$ cat config.mk
export PLATFORM = sky130hd
export DESIGN_NAME = multiply_divide_unit_flat
export DESIGN_NICKNAME = d
export VERILOG_FILES = /design/src/rtl/multiply_divide_unit_if.sv /design/src/rtl/multiply_divide_unit.sv /design/src/flat_wrapper.sv
export SDC_FILE = /design/constraint.sdc
export NUM_CORES = 1
export LEC_CHECK = 0
export BUFFER_PORTS_ARGS = -buffer_cell sky130_fd_sc_hd__buf_2
export CAP_MARGIN = 0
export CORE_ASPECT_RATIO = 0.8
export CORE_UTILIZATION = 39
export DETAILED_ROUTE_END_ITERATION = 8
export PLACE_DENSITY = 0.66
export SYNTH_ARGS = -nofsm -noshare
export SYNTH_HDL_FRONTEND = slang
export SYNTH_SLANG_ARGS = --single-unit
$ cat constraint.sdc
create_clock -name clk -period 4.8 [get_ports clk]
set_clock_uncertainty 0.15 [all_clocks]
set_input_delay 0.72 -clock clk [delete_from_list [all_inputs] [get_ports clk]]
set_output_delay 0.72 -clock clk [all_outputs]
set_load 0.02 [all_outputs]
$ cat src/rtl/multiply_divide_unit_if.sv
// Request/response bundle between the execute stage and the multiply/divide
// unit. The execute stage drives the master side; the unit is the slave.
interface multiply_divide_unit_if #(
    parameter int DATA_WIDTH   = 32,
    parameter int ALU_OP_WIDTH = 4
);
    logic                    start;
    logic [ALU_OP_WIDTH-1:0] op;
    logic                    flush;
    logic [DATA_WIDTH-1:0]   rs;
    logic [DATA_WIDTH-1:0]   rt;
    logic                    busy;
    logic                    done;
    logic                    div_by_zero;
    logic [DATA_WIDTH-1:0]   hi;
    logic [DATA_WIDTH-1:0]   lo;

    modport master (
        output start, op, flush, rs, rt,
        input  busy, done, div_by_zero, hi, lo
    );

    modport slave (
        input  start, op, flush, rs, rt,
        output busy, done, div_by_zero, hi, lo
    );
endinterface

$ cat src/rtl/multiply_divide_unit.sv
// Iterative multiply/divide unit owning the HI/LO registers.
// MUL/MULU use radix-2 shift-add, DIV/DIVU use restoring division, both on
// operand magnitudes with a final sign-correction step.
// Optional feature macro: MDU_FAST_MUL_EN -- when defined, MUL/MULU complete
// through a single-cycle combinational product instead of the iterative path.
module multiply_divide_unit #(
    parameter int DATA_WIDTH   = 32,
    parameter int ALU_OP_WIDTH = 4,
    parameter logic [ALU_OP_WIDTH-1:0] ALU_OP_MUL  = 1,
    parameter logic [ALU_OP_WIDTH-1:0] ALU_OP_MULU = 2,
    parameter logic [ALU_OP_WIDTH-1:0] ALU_OP_DIV  = 3,
    parameter logic [ALU_OP_WIDTH-1:0] ALU_OP_DIVU = 4,
    parameter logic [ALU_OP_WIDTH-1:0] ALU_OP_MTHI = 5,
    parameter logic [ALU_OP_WIDTH-1:0] ALU_OP_MTLO = 6
) (
    input logic                    clk,
    input logic                    rst_n,
    multiply_divide_unit_if.slave  bus
);

    localparam int W  = DATA_WIDTH;
    localparam int CW = $clog2(DATA_WIDTH);
    localparam logic [CW-1:0] LAST = CW'(DATA_WIDTH - 1);
    localparam logic [CW-1:0] ONE  = CW'(1);

    typedef enum logic [1:0] {IDLE, CALC, FIX} state_t;

    state_t          state;
    state_t          next_state;

    logic [2*W-1:0]  acc;
    logic [W-1:0]    op_a;
    logic [W-1:0]    src_rs;
    logic [CW-1:0]   count;
    logic            calc_div;
    logic            neg_res;
    logic            neg_rem;
    logic            div_zero;
    logic [W-1:0]    hi_q;
    logic [W-1:0]    lo_q;
    logic            done_q;
    logic            dbz_q;

    logic            is_mul_op;
    logic            is_div_op;
    logic            is_signed_op;
    logic            take;
    logic            launch;
    logic [W-1:0]    rs_mag;
    logic [W-1:0]    rt_mag;
    logic [W:0]      mul_sum;
    logic [W:0]      div_shift;
    logic [W:0]      div_trial;
    logic [2*W-1:0]  iter_next;
    logic [2*W-1:0]  mul_fixed;
    logic [W-1:0]    quot_fixed;
    logic [W-1:0]    rem_fixed;

    assign bus.busy        = (state != IDLE);
    assign bus.done        = done_q;
    assign bus.div_by_zero = dbz_q;
    assign bus.hi          = hi_q;
    assign bus.lo          = lo_q;

    // Request decode: a request is only taken in IDLE and never alongside flush
    always_comb begin
        is_mul_op    = (bus.op == ALU_OP_MUL) || (bus.op == ALU_OP_MULU);
        is_div_op    = (bus.op == ALU_OP_DIV) || (bus.op == ALU_OP_DIVU);
        is_signed_op = (bus.op == ALU_OP_MUL) || (bus.op == ALU_OP_DIV);
        take         = (state == IDLE) && bus.start && !bus.flush;
`ifdef MDU_FAST_MUL_EN
        launch       = take && is_div_op;
`else
        launch       = take && (is_mul_op || is_div_op);
`endif
        rs_mag       = (is_signed_op && bus.rs[W-1]) ? -bus.rs : bus.rs;
        rt_mag       = (is_signed_op && bus.rt[W-1]) ? -bus.rt : bus.rt;
    end

    // One iteration step: shift-add for multiply, restoring step for divide.
    // acc holds {partial_product, multiplier} or {remainder, dividend/quotient}.
    always_comb begin
        mul_sum   = {1'b0, acc[2*W-1:W]} + {1'b0, (acc[0] ? op_a : {W{1'b0}})};
        div_shift = acc[2*W-1:W-1];
        div_trial = div_shift - {1'b0, op_a};
        if (!calc_div) begin
            iter_next = {mul_sum, acc[W-1:1]};
        end else if (div_trial[W]) begin
            iter_next = {div_shift[W-1:0], acc[W-2:0], 1'b0};
        end else begin
            iter_next = {div_trial[W-1:0], acc[W-2:0], 1'b1};
        end
    end

    // Sign correction of the magnitude result for the final write-back
    always_comb begin
        mul_fixed  = neg_res ? -acc : acc;
        quot_fixed = neg_res ? -acc[W-1:0] : acc[W-1:0];
        rem_fixed  = neg_rem ? -acc[2*W-1:W] : acc[2*W-1:W];
    end

`ifdef MDU_FAST_MUL_EN
    logic [2*W-1:0] fast_mag;
    logic [2*W-1:0] fast_product;

    // Single-cycle product of the magnitudes, negated when signs differ
    always_comb begin
        fast_mag     = {{W{1'b0}}, rs_mag} * {{W{1'b0}}, rt_mag};
        fast_product = (is_signed_op && (bus.rs[W-1] ^ bus.rt[W-1])) ? -fast_mag : fast_mag;
    end
`endif

    // State register
    always_ff @(posedge clk or negedge rst_n) begin
        if (!rst_n) begin
            state <= IDLE;
        end else begin
            state <= next_state;
        end
    end

    // Next-state logic; flush overrides everything and returns to IDLE
    always_comb begin
        next_state = state;
        case (state)
            IDLE:    if (launch) next_state = CALC;
            CALC:    if (count == LAST) next_state = FIX;
            FIX:     next_state = IDLE;
            default: next_state = IDLE;
        endcase
        if (bus.flush) next_state = IDLE;
    end

    // Datapath: operand capture, iteration, and HI/LO write-back with done pulse
    always_ff @(posedge clk or negedge rst_n) begin
        if (!rst_n) begin
            acc      <= '0;
            op_a     <= '0;
            src_rs   <= '0;
            count    <= '0;
            calc_div <= 1'b0;
            neg_res  <= 1'b0;
            neg_rem  <= 1'b0;
            div_zero <= 1'b0;
            hi_q     <= '0;
            lo_q     <= '0;
            done_q   <= 1'b0;
            dbz_q    <= 1'b0;
        end else begin
            done_q <= 1'b0;
            dbz_q  <= 1'b0;
            case (state)
                IDLE: begin
                    if (take && bus.op == ALU_OP_MTHI) begin
                        hi_q <= bus.rs;
                    end else if (take && bus.op == ALU_OP_MTLO) begin
                        lo_q <= bus.rs;
`ifdef MDU_FAST_MUL_EN
                    end else if (take && is_mul_op) begin
                        {hi_q, lo_q} <= fast_product;
                        done_q       <= 1'b1;
`endif
                    end else if (launch) begin
                        calc_div <= is_div_op;
                        op_a     <= is_div_op ? rt_mag : rs_mag;
                        acc      <= {{W{1'b0}}, (is_div_op ? rs_mag : rt_mag)};
                        neg_res  <= is_signed_op && (bus.rs[W-1] ^ bus.rt[W-1]);
                        neg_rem  <= is_signed_op && bus.rs[W-1];
                        div_zero <= is_div_op && (bus.rt == '0);
                        src_rs   <= bus.rs;
                        count    <= '0;
                    end
                end
                CALC: begin
                    if (!bus.flush) begin
                        acc   <= iter_next;
                        count <= count + ONE;
                    end
                end
                FIX: begin
                    if (!bus.flush) begin
                        if (!calc_div) begin
                            {hi_q, lo_q} <= mul_fixed;
                        end else if (div_zero) begin
                            hi_q <= src_rs;
                            lo_q <= {W{1'b1}};
                        end else begin
                            hi_q <= rem_fixed;
                            lo_q <= quot_fixed;
                        end
                        done_q <= 1'b1;
                        dbz_q  <= calc_div && div_zero;
                    end
                end
                default: ;
            endcase
        end
    end

endmodule

$ cat src/flat_wrapper.sv
// flat-port wrapper written by rule: the top's interface ports become plain ports
module multiply_divide_unit_flat 
#(
    parameter int DATA_WIDTH   = 32,
    parameter int ALU_OP_WIDTH = 4,
    parameter logic [ALU_OP_WIDTH-1:0] ALU_OP_MUL  = 1,
    parameter logic [ALU_OP_WIDTH-1:0] ALU_OP_MULU = 2,
    parameter logic [ALU_OP_WIDTH-1:0] ALU_OP_DIV  = 3,
    parameter logic [ALU_OP_WIDTH-1:0] ALU_OP_DIVU = 4,
    parameter logic [ALU_OP_WIDTH-1:0] ALU_OP_MTHI = 5,
    parameter logic [ALU_OP_WIDTH-1:0] ALU_OP_MTLO = 6
)
  (clk, rst_n, bus_start, bus_op, bus_flush, bus_rs, bus_rt, bus_busy, bus_done, bus_div_by_zero, bus_hi, bus_lo);
  multiply_divide_unit_if #(.DATA_WIDTH(DATA_WIDTH), .ALU_OP_WIDTH(ALU_OP_WIDTH)) bus_i ();
  input logic clk;
  input logic rst_n;
  input wire logic [$bits(bus_i.start)-1:0] bus_start;
  input wire logic [$bits(bus_i.op)-1:0] bus_op;
  input wire logic [$bits(bus_i.flush)-1:0] bus_flush;
  input wire logic [$bits(bus_i.rs)-1:0] bus_rs;
  input wire logic [$bits(bus_i.rt)-1:0] bus_rt;
  output wire logic [$bits(bus_i.busy)-1:0] bus_busy;
  output wire logic [$bits(bus_i.done)-1:0] bus_done;
  output wire logic [$bits(bus_i.div_by_zero)-1:0] bus_div_by_zero;
  output wire logic [$bits(bus_i.hi)-1:0] bus_hi;
  output wire logic [$bits(bus_i.lo)-1:0] bus_lo;
  assign bus_i.start = bus_start;
  assign bus_i.op = bus_op;
  assign bus_i.flush = bus_flush;
  assign bus_i.rs = bus_rs;
  assign bus_i.rt = bus_rt;
  assign bus_busy = bus_i.busy;
  assign bus_done = bus_i.done;
  assign bus_div_by_zero = bus_i.div_by_zero;
  assign bus_hi = bus_i.hi;
  assign bus_lo = bus_i.lo;
  multiply_divide_unit #(.DATA_WIDTH(DATA_WIDTH), .ALU_OP_WIDTH(ALU_OP_WIDTH), .ALU_OP_MUL(ALU_OP_MUL), .ALU_OP_MULU(ALU_OP_MULU), .ALU_OP_DIV(ALU_OP_DIV), .ALU_OP_DIVU(ALU_OP_DIVU), .ALU_OP_MTHI(ALU_OP_MTHI), .ALU_OP_MTLO(ALU_OP_MTLO)) u_core (.clk(clk), .rst_n(rst_n), .bus(bus_i));
endmodule
After elaboration in Yosys (flattened, before gate mapping)
Index checks and enable logic that the tools add are counted.
{"block": "word_totals", "register_bits": 205, "latchBits": 0, "ramBits": 0, "romBits": 0, "inputBits": 72, "out_inout_bits": 67, "word_cells": 106, "memories": 0}
{"block": "op_classes", "addsub": 8, "mul": 0, "n_div": 0, "order_cmp": 0, "eq_ne": 18, "shift": 0, "muxes": 39, "n_bitwise": 3, "n_reduce_logical": 25}
{"op": "$mux W32", "n": 16}
{"op": "$mux W64", "n": 7}
{"op": "$neg A32 Y32", "n": 4}
{"op": "$pmux W32 S2", "n": 2}
{"op": "$pmux W64 S2", "n": 1}
{"op": "$neg A64 Y64", "n": 1}
{"op": "$add A32 B32 Y33", "n": 1}
{"op": "$sub A33 B32 Y33", "n": 1}
{"op": "$logic_not A32 Y1", "n": 1}
{"op": "$mux W5", "n": 4}
{"op": "$eq A4 B3 Y1 const B", "n": 3}
{"op": "$ne A2 B2 Y1 const B", "n": 6}
{"op": "$logic_and A1 B1 Y1", "n": 10}
{"op": "$pmux W5 S2", "n": 1}
{"op": "$eq A4 B2 Y1 const B", "n": 2}
{"op": "$reduce_and A4 Y1", "n": 2}
{"op": "$mux W2", "n": 3}
{"op": "$ne A3 B2 Y1 const B", "n": 2}
{"op": "$reduce_bool A2 Y1", "n": 3}
{"op": "$add A5 B1 Y5 const B", "n": 1}
{"op": "$eq A5 B5 Y1 const B", "n": 1}
{"op": "$reduce_and A5 Y1", "n": 1}
{"op": "$eq A4 B1 Y1 const B", "n": 1}
{"op": "$logic_or A1 B1 Y1", "n": 4}
{"op": "11 further kinds", "n": 15}

Longest topological paths before layout
Gate-level depths: netlist (run 1).
{"block": "logic_depth", "ltp_word": 9, "ltp_mapped": 14, "mapped_depth_nobuf": 13}

Worst setup path after synthesis (run 1)
Ideal clock, no wire load.
{"block": "synth_timing", "path_kind": "input to register", "from": "input port bus_rt[15]", "to": "register u_core.acc[27]", "setup_ns": 0.065, "arrival_ns": 3.179, "required_ns": 4.585, "path_slack_ns": 1.406, "path_stages": 9, "n_path_buf": 0, "cell_sequence": "or4_1 -> or2_2 -> or3_1 -> nor4_1 -> a21oi_1 -> xor2_1 -> nor2_1 -> a211oi_1 -> o22a_1"}
{"block": "synth_via", "elab_chain_cells": 7}
{"element": "start: declaration", "line_no": "flat_wrapper.sv:21", "text": "input wire logic [$bits(bus_i.rt)-1:0] bus_rt;"}
{"element": "$neg A32 Y32", "line_no": "multiply_divide_unit.sv:77", "text": "rt_mag = (is_signed_op && bus.rt[W-1]) ? -bus.rt : bus.rt;"}
{"element": "$mux W32", "line_no": "multiply_divide_unit.sv:77"}
{"element": "$mux W32", "line_no": "multiply_divide_unit.sv:166", "text": "acc <= {{W{1'b0}}, (is_div_op ? rs_mag : rt_mag)};"}
{"element": "$mux W64", "line_no": "multiply_divide_unit.sv:163", "text": "end else if (launch) begin"}
{"element": "$mux W64", "line_no": "multiply_divide_unit.sv:156", "text": "end else if (take && bus.op == ALU_OP_MTLO) begin"}
{"element": "$mux W64", "line_no": "multiply_divide_unit.sv:154", "text": "if (take && bus.op == ALU_OP_MTHI) begin"}
{"element": "$pmux W64 S2", "line_no": "multiply_divide_unit.sv:152", "text": "case (state)"}
{"element": "end signal: assignment", "line_no": "multiply_divide_unit.sv:166"}
{"element": "end signal: assignment", "line_no": "multiply_divide_unit.sv:176", "text": "acc <= iter_next;"}
{"element": "end: declaration", "line_no": "multiply_divide_unit.sv:31", "text": "logic [2*W-1:0] acc;"}
Every way passes these cells. The select of a mux whose other input is x is not followed.
A chain may end at the register's enable or synchronous reset.

Final worst setup path (run 1)
{"block": "layout_timing", "from": "register u_core.op_a[0]", "to": "register u_core.acc[63]"}
{"block": "layout_via", "elab_chain_cells": 5, "elab_cells_between_ends": 7, "classes_between": "add/sub (2); mux (5)"}
{"element": "start: declaration", "line_no": "multiply_divide_unit.sv:32", "text": "logic [W-1:0] op_a;"}
{"element": "start signal: assignment", "line_no": "multiply_divide_unit.sv:165", "text": "op_a <= is_div_op ? rt_mag : rs_mag;"}
{"element": "$sub A33 B32 Y33 or $mux W32 (tied branches)", "line_no": "multiply_divide_unit.sv:85, multiply_divide_unit.sv:83"}
{"element": "$mux W64 or $add A32 B32 Y33 (tied branches)", "line_no": "multiply_divide_unit.sv:88, multiply_divide_unit.sv:83"}
{"element": "$mux W64 (*)", "line_no": "multiply_divide_unit.sv:86", "text": "if (!calc_div) begin"}
{"element": "$mux W64 (*)", "line_no": "multiply_divide_unit.sv:175", "text": "if (!bus.flush) begin"}
{"element": "$pmux W64 S2 (*)", "line_no": "multiply_divide_unit.sv:152"}
Mark *: on every way between the ends. The rest lies on a longest branch, timed or not. The select of a mux whose other input is x is not followed.

==> metrics.md, run 1 <==
| Metric | Value |
|---|---|
| Outcome | finished clean |
| DRC | 0 |
| Final WS setup | 0.799 ns |
| Area grow syn2layout | 12.7% |
| H-tree Lvls | 1 |
| Hold crit path type | input pin to asynchronous set/reset pin |
| Final #Nets | 2,428 |
| Worst-Margin Slew | 1.23 ns |
| Post-synth ARST share | 100% |
| Setup crit start kind | flip-flop |
| IO Count | 139 |
| Antenna-violating nets left | 0 |
| P_int | 4890 uW |
| Critical Path Fanout Max | 31 |
| Max-slew headroom | 18.1% |
| Vias in the first global route | 16,300 |
| CP max stage delay | 0.45 ns |
| Setup crit end kind | flip-flop |
| # Max-Cap Violations | 0 |
| Fin Setup TNS | 0 ns |
| Via Count | 17,700 |
| Flop pwr share | 29.7% |
| Largest net degree at the start of global routing | 91 |
| Endpoints failing setup | 0 |
| Initial Utilization | 39.8% |
| Tot GR Track Use | 30.1% |
| GRT Residual Overflow | 0 |
| Yosys cell types | 77 |
| Period minus WS final | 4.00 ns |
| Comb power frac | 47.2% |
| Number of synthesized flops with an enable pin | 0 |
| Final period util | 83.3% |
| Share of the synthesized area in the top cell type | 29.6% |
| Post-synth top cells | nand2_1 (264), o21ai_0 (227), nor2_1 (208) |
| CTS Root Cell | clkbuf_16 |
| Sinks on Clock Net | 205 |
| Warnings from Yosys | 0 |
| Post-Layout Cell Count | 2,897 |
| Core Rows | 68 |
| Sw Pwr | 3960 uW |
| Mapped Nets | 2,369 |
| Post_cts resized | 0 |
| Synth area leaders | dfrtp_1 (30%), o21ai_0 (6.6%), xnor2_1 (5.9%) |
| Vias per cell | 6.13 |
| DRT iter0 DRCs | 2,031 |
| Placed cell area | 18,600 sq um |
| Fill count | 4,316 |
| Final Hold Fails | 0 |
| Sequential area share after synthesis | 29.6% |
| CTS tree | done |
| Syn Area/Cell | 7.78 sq um |
| Synth Register Bits | 205 |
| First-pass GRT wire length | 103 mm |
| Top cell type by total area after synthesis | dfrtp_1 |
| Pwr Density | 454 nW/um^2 |
| Share of cells above drive strength 1 | 13.6% |
| Initial antenna violation count | 2 |
| Crit path DAT | 4.28 ns |
| Post-Syn Instances | 2,225 |
| Number of post-CTS setup repair buffers | 0 |
| Worst-path clk slew | 0.07 ns |
| Number of instances in the placed design | 2,852 |
| # hold bufs at CTS | 0 |
| Drt first pass iters | 5 |
| Clock buffer depth | 3 |
| WL final | 69.0 mm |
| Clk_lat worst skew | 0.55 ns |
| Main synth FF type | dfrtp_1 |
| Fin area | 19,500 sq um |
| Core area | 43,500 sq um |
| Sw frac | 44.7% |
| Cell area after synthesis | 17,300 sq um |
| Post-DP HPWL | 53.5 mm |
| Slew Limit Fails | 0 |
| Leak Pwr | 0.00852 uW |
| Clock share of power | 23.1% |
| VDD IR-drop max | 0.261 mV |
| Post-place setup slack | 0.818 ns |
| CP max stage cell | buf_4 |
| Die width | 238 microns |
| Worst setup path class | flip-flop to flip-flop |
| GP Congestion | 1.01 |
| CP required | 5.08 ns |
| Die area | 45,200 sq um |
| TritonCTS buffer count | 25 |
| WL per Instance | 23.8 microns |
| Most common cell in the netlist | nand2_1 |
| Peak Freq | 250 MHz |
| Unrepaired setup endpoints after global routing | false |
| Die Y | 190 microns |
| Port bufs | 138 |
| Worst path cell trace | ha_1, fa_1, nand2b_1, a21oi_1, o211ai_1, a311oi_1, nor3_1, xnor2_2, buf_4, o2111ai_1, a41oi_1, a211oi_1 |
## power groups by stage
stage          logic, uW  clock network [uW]  registers (uW)
5_1_grt             4540                2140            2660
2_1_floorplan       2730                   0            2530
4_1_cts             4080                2070            2590
6_report            4180                2040            2630
3_3_place_gp        4040                   0            2600
3_5_place_dp        4060                   0            2620
## cell families after synthesis
kind of cell	Yosys count	synth area share [%]
fa+ha+maj	72	5.29
buf+inv	235	5.18
mux	97	5.88
flops	205	29.6
simple gates	720	19.1
xor+xnor	191	9.67
compound gates	705	25.3
## critical path: cells and delay by family (launching register included)
kind                     cells  cell delay, ns
AO/OA/AOI/OAI                6            1.69
XOR/XNOR                     1            0.17
adder cells (fa/ha/maj)      2            0.63
buffers and inverters        1            0.45
flip-flops                   1            0.40
AND/OR/NAND/NOR              2            0.37
## stage by stage
stage	utilization, %	power [uW]	hold slack [ns]
after floorplan	-	5270	0.274
after global placement	42.9	6650	0.304
after detailed placement	42.9	6680	0.317
after CTS	44.9	8740	0.0911
after global routing	44.9	9330	0.157
final	44.9	8850	0.0926
## sequential cells by signal, indices dropped and copies added (netlist names)
register	count
u_core.calc_div	1
u_core.bus.hi	32
u_core.neg_rem	1
u_core.src_rs	32
u_core.neg_res	1
u_core.bus.done	1
u_core.div_zero	1
u_core.state	2
u_core.bus.div_by_zero	1
u_core.op_a	32
u_core.acc	64
u_core.count	5
u_core.bus.lo	32
## cell type report
type	count	area [sq um]	share of cell area, %
multi-input cells	1785	11300	58.1
flip-flops and latches	205	5130	26.3
repair buffers	197	1170	5.98
well taps	595	744	3.82
clock buffers	34	669	3.43
inverters	70	263	1.35
clock inverters	10	188	0.962
diodes	1	2.50	0.0128
## metal layers
| layer | GRT usage [%] | part of all wire, % | up-vias |
|---|---|---|---|
| li1 | - | - | 8107 |
| met1 | 44.6 | 45 | 8503 |
| met2 | 41.0 | 39 | 1016 |
| met3 | 9.81 | 13 | 118 |
| met4 | 8.29 | 2.8 | 2 |
| met5 | 0 | 0.019 | - |
## cell usage in the layout (no fill, tap or decap), drive strengths merged, types with 34 or more instances in the layout
master  count
ha         70
o22ai      36
o21ai     232
nand2     264
a21oi     174
xor2       74
mux2       38
buf       196
inv        68
o31ai      34
clkbuf     35
xnor2     117
mux2i      59
nor2      208
dfrtp     205
nor3       46
## final timing paths
kind	from	endpoint	slack, ns	cells past startpoint
hold reg to reg	u_core.bus.lo[23]$_DFFE_PN0P_	u_core.bus.lo[23]$_DFFE_PN0P_	0.32	2
max in group asynchronous	rst_n	u_core.acc[24]$_DFFE_PN0P_	3.43	2
setup reg to reg	u_core.op_a[0]$_DFFE_PN0P_	u_core.acc[63]$_DFFE_PN0P_	0.80	12
setup / recovery	u_core.op_a[0]$_DFFE_PN0P_	u_core.acc[63]$_DFFE_PN0P_	0.80	12
hold / removal	rst_n	u_core.bus.hi[29]$_DFFE_PN0P_	0.09	1
min in group clk	bus_flush	u_core.state[0]$_DFFE_PN0P_	0.31	2
(Power assumes the default switching activity.)
==> inputs of run 2 (changes only) <==
Settings changed: ABC_AREA from default to 1, PLACE_DENSITY 0.66 to 0.68.
Clock period 4.8 ns to 3.5 ns, I/O delays scaled along.
==> metrics.md, run 2 <==
| Metric | Value |
|---|---|
| Fin Setup TNS | 0 ns (unchanged) |
| Pwr Density | 753 nW/um^2 (+66%) |
| Worst R2R Setup Slack | 0.38 ns (-0.41 ns) |
| Yosys cell types | 57 (-26%) |
| Max FFs per register | 64 (unchanged) |
| Hold path startpoint | bus_rs[2] |
| Via Count | 23,500 (+32%) |
| GRT Residual Overflow | 0 (unchanged) |
| Period minus WS final | 3.12 ns (-0.885 ns) |
| Worst-Margin Slew | 0.927 ns (-0.302 ns) |
| Fin util | 44.2% (-0.67 points) |
| Max-slew headroom | 38.2% (+20 points) |
| Core area | 51,000 sq um (+17%) |
| Critical Path Fanout Max | 35 (+13%) |
| Outcome | finished clean |
| Setup crit start kind | flip-flop |
| CP required | 3.76 ns (-1.32 ns) |
| Final Hold Fails | 0 (unchanged) |
| Hold crit path type | input pin to flip-flop |
| CP dominant cell by count | nand2_1 |
| Area grow syn2layout | 12.0% |
| IO Count | 139 (unchanged) |
| Number of synthesized flops with an enable pin | 0 (unchanged) |
| Worst path cell trace | buf_12, nand2_1, inv_1, ha_1, inv_1, fa_1, o21ai_1, buf_4, nand2_1, nand2_1, nand2_1, nand2_1, xnor2_1, a21oi_1, o21ai_1, o21ai_0 |
| Most common cell after layout, fill and taps aside | nand2_1 |
| Mapped Nets | 3,492 (+47%) |
| Worst-path clk slew | 0.06 ns (about the same) |
| Final #Nets | 3,609 (+49%) |
| First-pass GRT wire length | 135 mm (+31%) |
| CP max stage cell | fa_1 |
| Clock buffer depth | 3 (unchanged) |
| Crit path DAT | 3.37 ns (-0.91 ns) |
| Worst setup path class | flip-flop to flip-flop |
| Largest net degree at the start of global routing | 109 (+20%) |
| Crit-path leading delay family | adder cells |
| DRT iter0 DRCs | 3,234 (+59%) |
| Final period util | 89.0% (+5.7 points) |
| Die Y | 205 microns (+7.8%) |
| Most common cell in the netlist | nand2_1 |
| GP Congestion | 1.08 (+7.0%) |
| H-tree Lvls | 1 (unchanged) |
| Post-Syn Instances | 3,348 (+50%) |
| Initial antenna violation count | 6 (+4) |
| Unrepaired setup endpoints after global routing | false |
| Slew Limit Fails | 0 (unchanged) |
| Post-Layout Cell Count | 4,168 (+44%) |
| Worst R2R Start | u_core.acc[0]$_DFFE_PN0P_ |
| CP startpoint | u_core.acc[0]$_DFFE_PN0P_ |
| Synth Register Bits | 205 (unchanged) |
| Die width | 256 microns (+7.8%) |
| Cell area after synthesis | 20,100 sq um (+16%) |
| CP max stage delay | 0.43 ns (-0.02 ns) |
| Number of post-CTS setup repair buffers | 0 (unchanged) |
| Drt first pass iters | 6 (+1) |
| Clk_lat worst skew | 0.56 ns (about the same) |
| Port bufs | 138 (unchanged) |
| # Max-Cap Violations | 0 (unchanged) |
| Tot GR Track Use | 34.0% (+3.9 points) |
| Die area | 52,500 sq um (+16%) |
| CTS tree | done |
| DRC | 0 (unchanged) |
| TritonCTS buffer count | 23 (-8.0%) |
| Main synth FF type | dfrtp_1 |
| Vias in the first global route | 21,000 (+29%) |
| Antenna-violating nets left | 0 (unchanged) |
| CTS Root Cell | clkbuf_16 |
| WL final | 91.5 mm (+33%) |
| Sinks on Clock Net | 205 (unchanged) |
| Power consumption | 17,000 uW (+92%) |
| Vias per cell | 5.63 (-8.1%) |
| Synth area leaders | dfrtp_1 (25%), nand2_1 (17%), nor2_1 (9.8%) |
| Top cell type by total area after synthesis | dfrtp_1 |
| Syn Area/Cell | 6.01 sq um (-23%) |
| Commonest non-fill, non-tap cells in the layout | nand2_1 (927), nor2_1 (524), inv_1 (360) |
| Post-DP HPWL | 73.6 mm (+38%) |
| Initial Utilization | 39.5% (-0.35 points) |
| Setup crit end kind | flip-flop |
| WL per Instance | 21.9 microns (-7.9%) |
| Post-synth ARST share | 100% (unchanged) |
| Post-synth top cells | nand2_1 (928), nor2_1 (528), inv_1 (360) |
| Buf/Inv on CP | 4 (+3) |
| Share of the synthesized area in the top cell type | 25.5% (-4.2 points) |
| Core Rows | 74 (+8.8%) |
| Number of instances in the placed design | 4,123 (+45%) |
| Leak Pwr | 0.0112 uW (+32%) |
| Peak Freq | 321 MHz (+28%) |
| Sequential area share after synthesis | 25.5% (-4.2 points) |
| Endpoints failing setup | 0 (unchanged) |
| Top reg by flops | u_core.acc |
| Warnings from Yosys | 0 (unchanged) |
| Share of cells above drive strength 1 | 10.7% (-3.0 points) |
| VDD IR-drop max | 0.480 mV (+84%) |
[run 2: cell count changes after synthesis, moves of 38 or more]
cell	change
nand3_1	+249
nor2_1	+320
inv_1	+293
xnor2_1	-102
clkbuf_1	-85
mux2i_1	-57
mux2_2	-38
nand2_1	+664
[run 2: final timing paths]
| path | end | cells after the start |
|---|---|---|
| max in group asynchronous | u_core.op_a[15]$_DFFE_PN0P_ | 3 |
| min in group asynchronous | u_core.src_rs[24]$_DFFE_PN0P_ | 2 |
| min | u_core.bus.lo[2]$_DFFE_PN0P_ | 3 |
| min reg2reg | u_core.src_rs[6]$_DFFE_PN0P_ | 2 |
| max | u_core.acc[45]$_DFFE_PN0P_ | 16 |
| max reg2reg | u_core.acc[45]$_DFFE_PN0P_ | 16 |
[run 2: cells by family (layout without fill, tap and decap cells)]
| group | Yosys count | count (layout) | synth area share (%) |
|---|---|---|---|
| and+or+nand+nor | 1896 | 1896 | 39.8 |
| AOI/OAI and AO/OA | 576 | 576 | 16.2 |
| buffers and inverters | 508 | 641 | 10.1 |
| DFF | 205 | 205 | 25.5 |
| xor gates and xnor gates | 89 | 89 | 3.87 |
| adders and majority gates | 72 | 72 | 4.55 |
| muxes | 2 | 2 | 0.0995 |
| other | 0 | 3 | 0 |
[run 2: worst reg2reg max path, stage by stage, from the launching register on]
cell     delay (ns)
dfrtp_1        0.37
buf_12         0.23
nand2_1        0.07
inv_1          0.06
ha_1           0.31
inv_1          0.14
fa_1           0.43
o21ai_1        0.15
buf_4          0.15
nand2_1        0.05
nand2_1        0.15
nand2_1        0.07
nand2_1        0.16
xnor2_1        0.17
a21oi_1        0.13
o21ai_1        0.11
o21ai_0        0.09
[run 2: per-stage QoR]
step / cell area, sq um / hold slack [ns] / worst slack [ns]
6_report: 22500 / 0.117 / 0.385
4_1_cts: 22500 / 0.108 / 0.455
5_1_grt: 22500 / 0.125 / 0.165
3_3_place_gp: 21800 / 0.318 / 0.415
3_5_place_dp: 21800 / 0.322 / 0.377
2_1_floorplan: 20100 / 0.0794 / 0.809
[run 2: per-layer routing]
layer | GRT usage [%] | wire, microns | vias to the layer above
met5 | 0 | 42 | -
met4 | 10.4 | 3040 | 8
met3 | 13.0 | 13400 | 181
met2 | 45.6 | 34700 | 1363
met1 | 49.3 | 40300 | 10800
li1 | - | - | 11100
[run 2: area by class of cell]
class / count / area (sq um)
antenna: 3 / 7.51
clock buffer: 36 / 694
clock inverter: 5 / 81.3
fill: 5537 / 28500
inverter: 383 / 1440
multi-input combinational: 2635 / 13000
sequential: 205 / 5130
tap: 684 / 856
timing repair buffer: 217 / 1350
[run 2: where the power goes]
group | switching [uW] | internal [uW]
clock | 1100 | 1510
combinational | 7340 | 3140
sequential | 881 | 3020
[run 2: repair_timing]
action | in CTS | in global routing
resized for setup | 0 | 0
setup endpoints to repair | 0 | 0
hold buffers | 1 | 0
hold endpoints to repair | 68 | 0
